**config.mk**
```make
export PLATFORM = sky130hd
export DESIGN_NAME = seq_muldiv_8bit
export DESIGN_NICKNAME = d
export VERILOG_FILES = /design/src/rtl/seq_muldiv_8bit.sv
export SDC_FILE = /design/constraint.sdc
export NUM_CORES = 1
export LEC_CHECK = 0
export CAP_MARGIN = 40
export CELL_PAD_IN_SITES_DETAIL_PLACEMENT = 0
export CELL_PAD_IN_SITES_GLOBAL_PLACEMENT = 1
export CORE_MARGIN = 3
export CORE_UTILIZATION = 32
export DETAILED_ROUTE_END_ITERATION = 10
export GPL_TIMING_DRIVEN = 0
export PLACE_DENSITY_LB_ADDON = 0.2
export SLEW_MARGIN = 0
export SYNTH_ARGS = -nofsm -noshare
export SYNTH_HDL_FRONTEND = slang
export SYNTH_SLANG_ARGS = --single-unit
```
**constraint.sdc**
```tcl
create_clock -name clk -period 3.4 [get_ports clk]
set_input_delay 0.68 -clock clk [delete_from_list [all_inputs] [get_ports clk]]
set_output_delay 0.68 -clock clk [all_outputs]
set_load 0.05 [all_outputs]
```
**src/rtl/seq_muldiv_8bit.sv**
```systemverilog
// Iterative unsigned multiply (shift-add) / restoring divide with start/done handshake.
// Optional: define MULDIV_EARLY_EXIT_EN to let multiplies finish once the remaining multiplier is zero.
module seq_muldiv_8bit #(
  parameter int unsigned WIDTH = 8
) (
  input  logic               clk,
  input  logic               rst,
  input  logic               start,
  input  logic               op_div,
  input  logic [WIDTH-1:0]   a,
  input  logic [WIDTH-1:0]   b,
  output logic               busy,
  output logic               done,
  output logic               div_by_zero,
  output logic [2*WIDTH-1:0] mul_res,
  output logic [2*WIDTH-1:0] div_res
);

  localparam int unsigned CW = $clog2(WIDTH + 1);

  typedef enum logic {IDLE, RUN} state_t;
  state_t state, state_next;

  logic [CW-1:0]      cnt;
  logic               is_div, dbz;
  logic [2*WIDTH-1:0] mcand, mcand_next, acc, acc_next;
  logic [WIDTH-1:0]   opb, opb_next, dvd, dvd_next, rem, rem_next;
  logic [WIDTH+1:0]   trial;
  logic               accept, finish;

  always_comb begin
    acc_next   = acc;
    mcand_next = mcand << 1;
    opb_next   = opb >> 1;
    if (opb[0]) acc_next = acc + mcand;

    // trial subtract on the shifted remainder; the top bit of trial is the borrow
    trial = {1'b0, rem, dvd[WIDTH-1]} - {2'b00, opb};
    if (trial[WIDTH+1]) begin
      rem_next = {rem[WIDTH-2:0], dvd[WIDTH-1]};
      dvd_next = {dvd[WIDTH-2:0], 1'b0};
    end else begin
      rem_next = trial[WIDTH-1:0];
      dvd_next = {dvd[WIDTH-2:0], 1'b1};
    end

    accept = (state == IDLE) && start;
    finish = (state == RUN) && (cnt == CW'(1));
`ifdef MULDIV_EARLY_EXIT_EN
    if ((state == RUN) && !is_div && (opb_next == '0)) finish = 1'b1;
`else
`endif

    state_next = state;
    if (accept)      state_next = RUN;
    else if (finish) state_next = IDLE;
  end

  assign busy = (state == RUN);

  always_ff @(posedge clk or posedge rst) begin
    if (rst) begin
      state       <= IDLE;
      cnt         <= '0;
      is_div      <= 1'b0;
      dbz         <= 1'b0;
      mcand       <= '0;
      acc         <= '0;
      opb         <= '0;
      dvd         <= '0;
      rem         <= '0;
      done        <= 1'b0;
      div_by_zero <= 1'b0;
      mul_res     <= '0;
      div_res     <= '0;
    end else begin
      state <= state_next;
      done  <= finish;
      if (accept) begin
        is_div <= op_div;
        dbz    <= op_div && (b == '0);
        mcand  <= {{WIDTH{1'b0}}, a};
        opb    <= b;
        dvd    <= a;
        rem    <= '0;
        acc    <= '0;
        // divide by zero needs no iterations, so it completes on the very next edge
        cnt    <= (op_div && (b == '0)) ? CW'(1) : CW'(WIDTH);
      end else if (state == RUN) begin
        cnt   <= cnt - CW'(1);
        acc   <= acc_next;
        mcand <= mcand_next;
        if (!is_div) opb <= opb_next;
        rem   <= rem_next;
        dvd   <= dvd_next;
        if (finish) begin
          div_by_zero <= is_div && dbz;
          if (!is_div)  mul_res <= acc_next;
          else if (dbz) div_res <= {dvd, {WIDTH{1'b1}}};
          else          div_res <= {rem_next, dvd_next};
        end
      end
    end
  end

endmodule

```
==> impl_metrics.toml <==
[status]
run_status = "complete, no violations"

[sta]
max-slew-margin-rel_pct = 48.53
rsz0062_at_grt = "no"
final.setup_skew_ns = 0.008087
final_period_minus_worst_setup_slack_ns = 2.807
fmax_ghz = 0.3563
final_hold_viol_count = 0
period_share_pct = 82.55
timing.final.ws_setup_ns = 0.5932
worst_slew_pin_slew_ns = 0.7720
setup_viol = 0
finalMaxSlewViolations = 0

[floorplan]
start_util_pct = 33.35
die_h_microns = 135.8
core.rowCount = 46
area_of_the_die_sq_um = 18450
io_pins = 55
chipWidth_microns = 135.8
core_area_sq_um = 16170

[clock_tree]
cts_hold_repair.buffers = 0
cts-resized-gates = 0
tritoncts_clock_tree = "yes"
post_cts_repair_timing_setup_buffer_count = 0
path_clk_slew_ns = 0.07
numCtsBuffers = 9
source_to_sink_clock_delay_at_the_later_pin_of_the_worst_skew_pair_ns = 0.36
clock_sink_count = 97
clock-root-buffer = "clkbuf_16"
cts_htree_levels = 3
cts_buffer_depth = 2

[critical_path]
reg2regPathDepth = 8
nature_of_the_critical_path_endpoint = "register"
setup.worst_path.start_class = "register"
critical_path_required_ns = 3.67
critical_path_class = "register to register"
r2r_endpoint = "mul_res[14]$_DFFE_PP0P_"
r2r_slack_ns = 0.59
critical_path.reg2reg.startpoint = "mcand[0]$_DFFE_PP0P_"
timing.critical_path.fanout_max = 4
cp.arrival_ns = 3.08

[placement]
place.port_buffers = 53
place_area_sq_um = 6225
routabilityCongestion = 0.7876
post-dp-hpwl_microns = 10630
place_worst_setup_slack_ns = 0.6431
dp.cells = 844

[detailed_routing]
drtIter0Drc = 263
route.antenna.remaining_nets = 0
detailroute.wirelength.met3_microns = 497
drt-wirelength-per-cell_microns = 16.95
drt-met1-wl_microns = 7355
detailedRoute.firstPassIterationCount = 5
top_signal_layer_used = "met4"
vias = 4436
detail_route.wirelength_microns = 14580
detail_route.drc_violations = 0
met2RoutedLength_microns = 6571
average_via_count_per_standard_cell = 5.158

[synthesis]
synth-seq-area-share_pct = 45.00
synthCells = 574
synth_enable_flop_cells = 0
synth_top_cell_by_area = "dfrtp_1"
synthesis.yosys.warnings = 0
synth_top_area_share_pct = 45.00
netlist_area_sq_um = 5394
number_of_nets_produced_by_synthesis = 621
synthesis.area_per_instance_sq_um = 9.397
async_flop_share_pct = 100.0
synthDistinctLibCells = 57
synth.ff_latch_count = 97
synth-main-ff-cell = "dfrtp_1"
synth.top_cells.by_area = "dfrtp_1 (45%), mux2i_1 (6.1%), ha_1 (5.8%)"

[global_route]
number_of_global_route_vias_before_repair = 4517
grt_start_max_net_pins = 65
grt_first_pass_wirelength_microns = 24010
antenna_found_initial = 0
global_routing_usage_summed_across_all_routing_layers_pct = 16.42
grt_overflow = 0

[hold_path]
hp-class = "register to register"
worstHoldEndpoint = "div_res[4]$_DFFE_PP0P_"
min_delay_path_depth = 2
worst_hold_startpoint = "div_res[4]$_DFFE_PP0P_"

[run]
max_cap_violation_count = 0

[final_layout]
net_count_final = 686
area_delta_synth_final_pct = 21.18
antenna_cells_inserted = 0
final-instance-count-excl-fill = 860
drive_above_1_share_pct = 4.814
post-route-cell-area_sq_um = 6536

[pwr]
power_per_cell_area_nw_per_um2 = 1114
p_leak_nw = 2.865
vdd_drop_max_mv = 0.3909
total_power_mw = 7.283
[power by group]
part	internal (mW)	leakage [nW]	switching, mW
combinational	1.59	1.51	2.51
clock	0.587	0.150	0.495
sequential	1.67	1.20	0.432
total	3.85	2.87	3.43
[worst max path at each step]
stage,start,to,cells past startpoint
2_1_floorplan,rst,acc[0]$_DFFE_PP0P_,1
3_3_place_gp,rst,mul_res[3]$_DFFE_PP0P_,2
3_5_place_dp,mcand[0]$_DFFE_PP0P_,mul_res[14]$_DFFE_PP0P_,8
4_1_cts,mcand[0]$_DFFE_PP0P_,mul_res[14]$_DFFE_PP0P_,8
5_1_grt,mcand[0]$_DFFE_PP0P_,mul_res[14]$_DFFE_PP0P_,8
6_report,mcand[0]$_DFFE_PP0P_,mul_res[14]$_DFFE_PP0P_,8
[Yosys cell counts, drive strengths merged (15+ instances only)]
cell type   n
ha         25
clkbuf     27
a21oi      36
inv        16
dfrtp      97
o21ai      78
nand3b     15
nor2       35
nand2      73
mux2i      33
[flip-flops by register name (all words and copies together) (netlist names), 4 cells and up]
signal   flops
acc         16
div_res     16
mcand       16
mul_res     16
dvd          8
opb          8
rem          8
cnt          4
[per-layer routing]
metal,vias up,track usage [%]
met2,80,25.06
met3,10,3.368
li1,2191,-
met4,0,4.479
met1,2155,23.75
met5,-,0
[layout make-up]
class | count | area (sq um)
well taps | 216 | 270.3
flip-flops and latches | 97 | 2427
clock buffers | 9 | 225.2
plain buffers | 31 | 117.6
clock inverters | 7 | 86.33
repair buffers | 54 | 558.0
fillers | 1582 | 9637
multi-input cells | 430 | 2789
inverters | 16 | 62.56
[worst max-delay path: stages (launching register included)]
cell and delay (ns):
dfrtp_1 0.41, ha_1 0.26, fa_1 0.45, a211oi_1 0.39, o21ai_1 0.20, a21oi_1 0.27
nand2b_1 0.23, mux2_2 0.35, a31oi_1 0.16
[kinds of logic after synthesis]
group	count (synthesis)	synth area share, %
AO/OA/AOI/OAI	176	20.25
AND/OR/NAND/NOR	176	15.68
flip-flops	97	45.00
buffers and inverters	47	3.294
multiplexers	37	6.959
adder cells (fa/ha/maj)	27	6.541
XOR/XNOR	14	2.273
[placed cells by master, fill, tap and decap left out, drive strengths merged, types with 5 or more instances in the layout]
cell            n
a22o           12
dfrtp          97
buf             5
nor3            9
nand2          73
o21ai          78
inv            19
o211ai          5
a21oi          36
nand3b         15
nand2b         12
clkdlybuf4s50  53
clkbuf         36
o22ai           7
nor2           35
ha             25
a21o            6
nand3          12
xnor2          10
mux2i          33
a211oi          7
nor2b           5
[stage by stage]
step | TNS (ns) | hold slack, ns | util [%]
after CTS | 0 | 0.4748 | 40.41
after detailed placement | 0 | 0.4570 | 38.49
after global routing | 0 | 0.5058 | 40.41
after floorplan | 0 | 0.4658 | -
after global placement | -154.63 | 0.4498 | 38.30
final | 0 | 0.4672 | 40.41
Power figures use the tool's default switching activity.
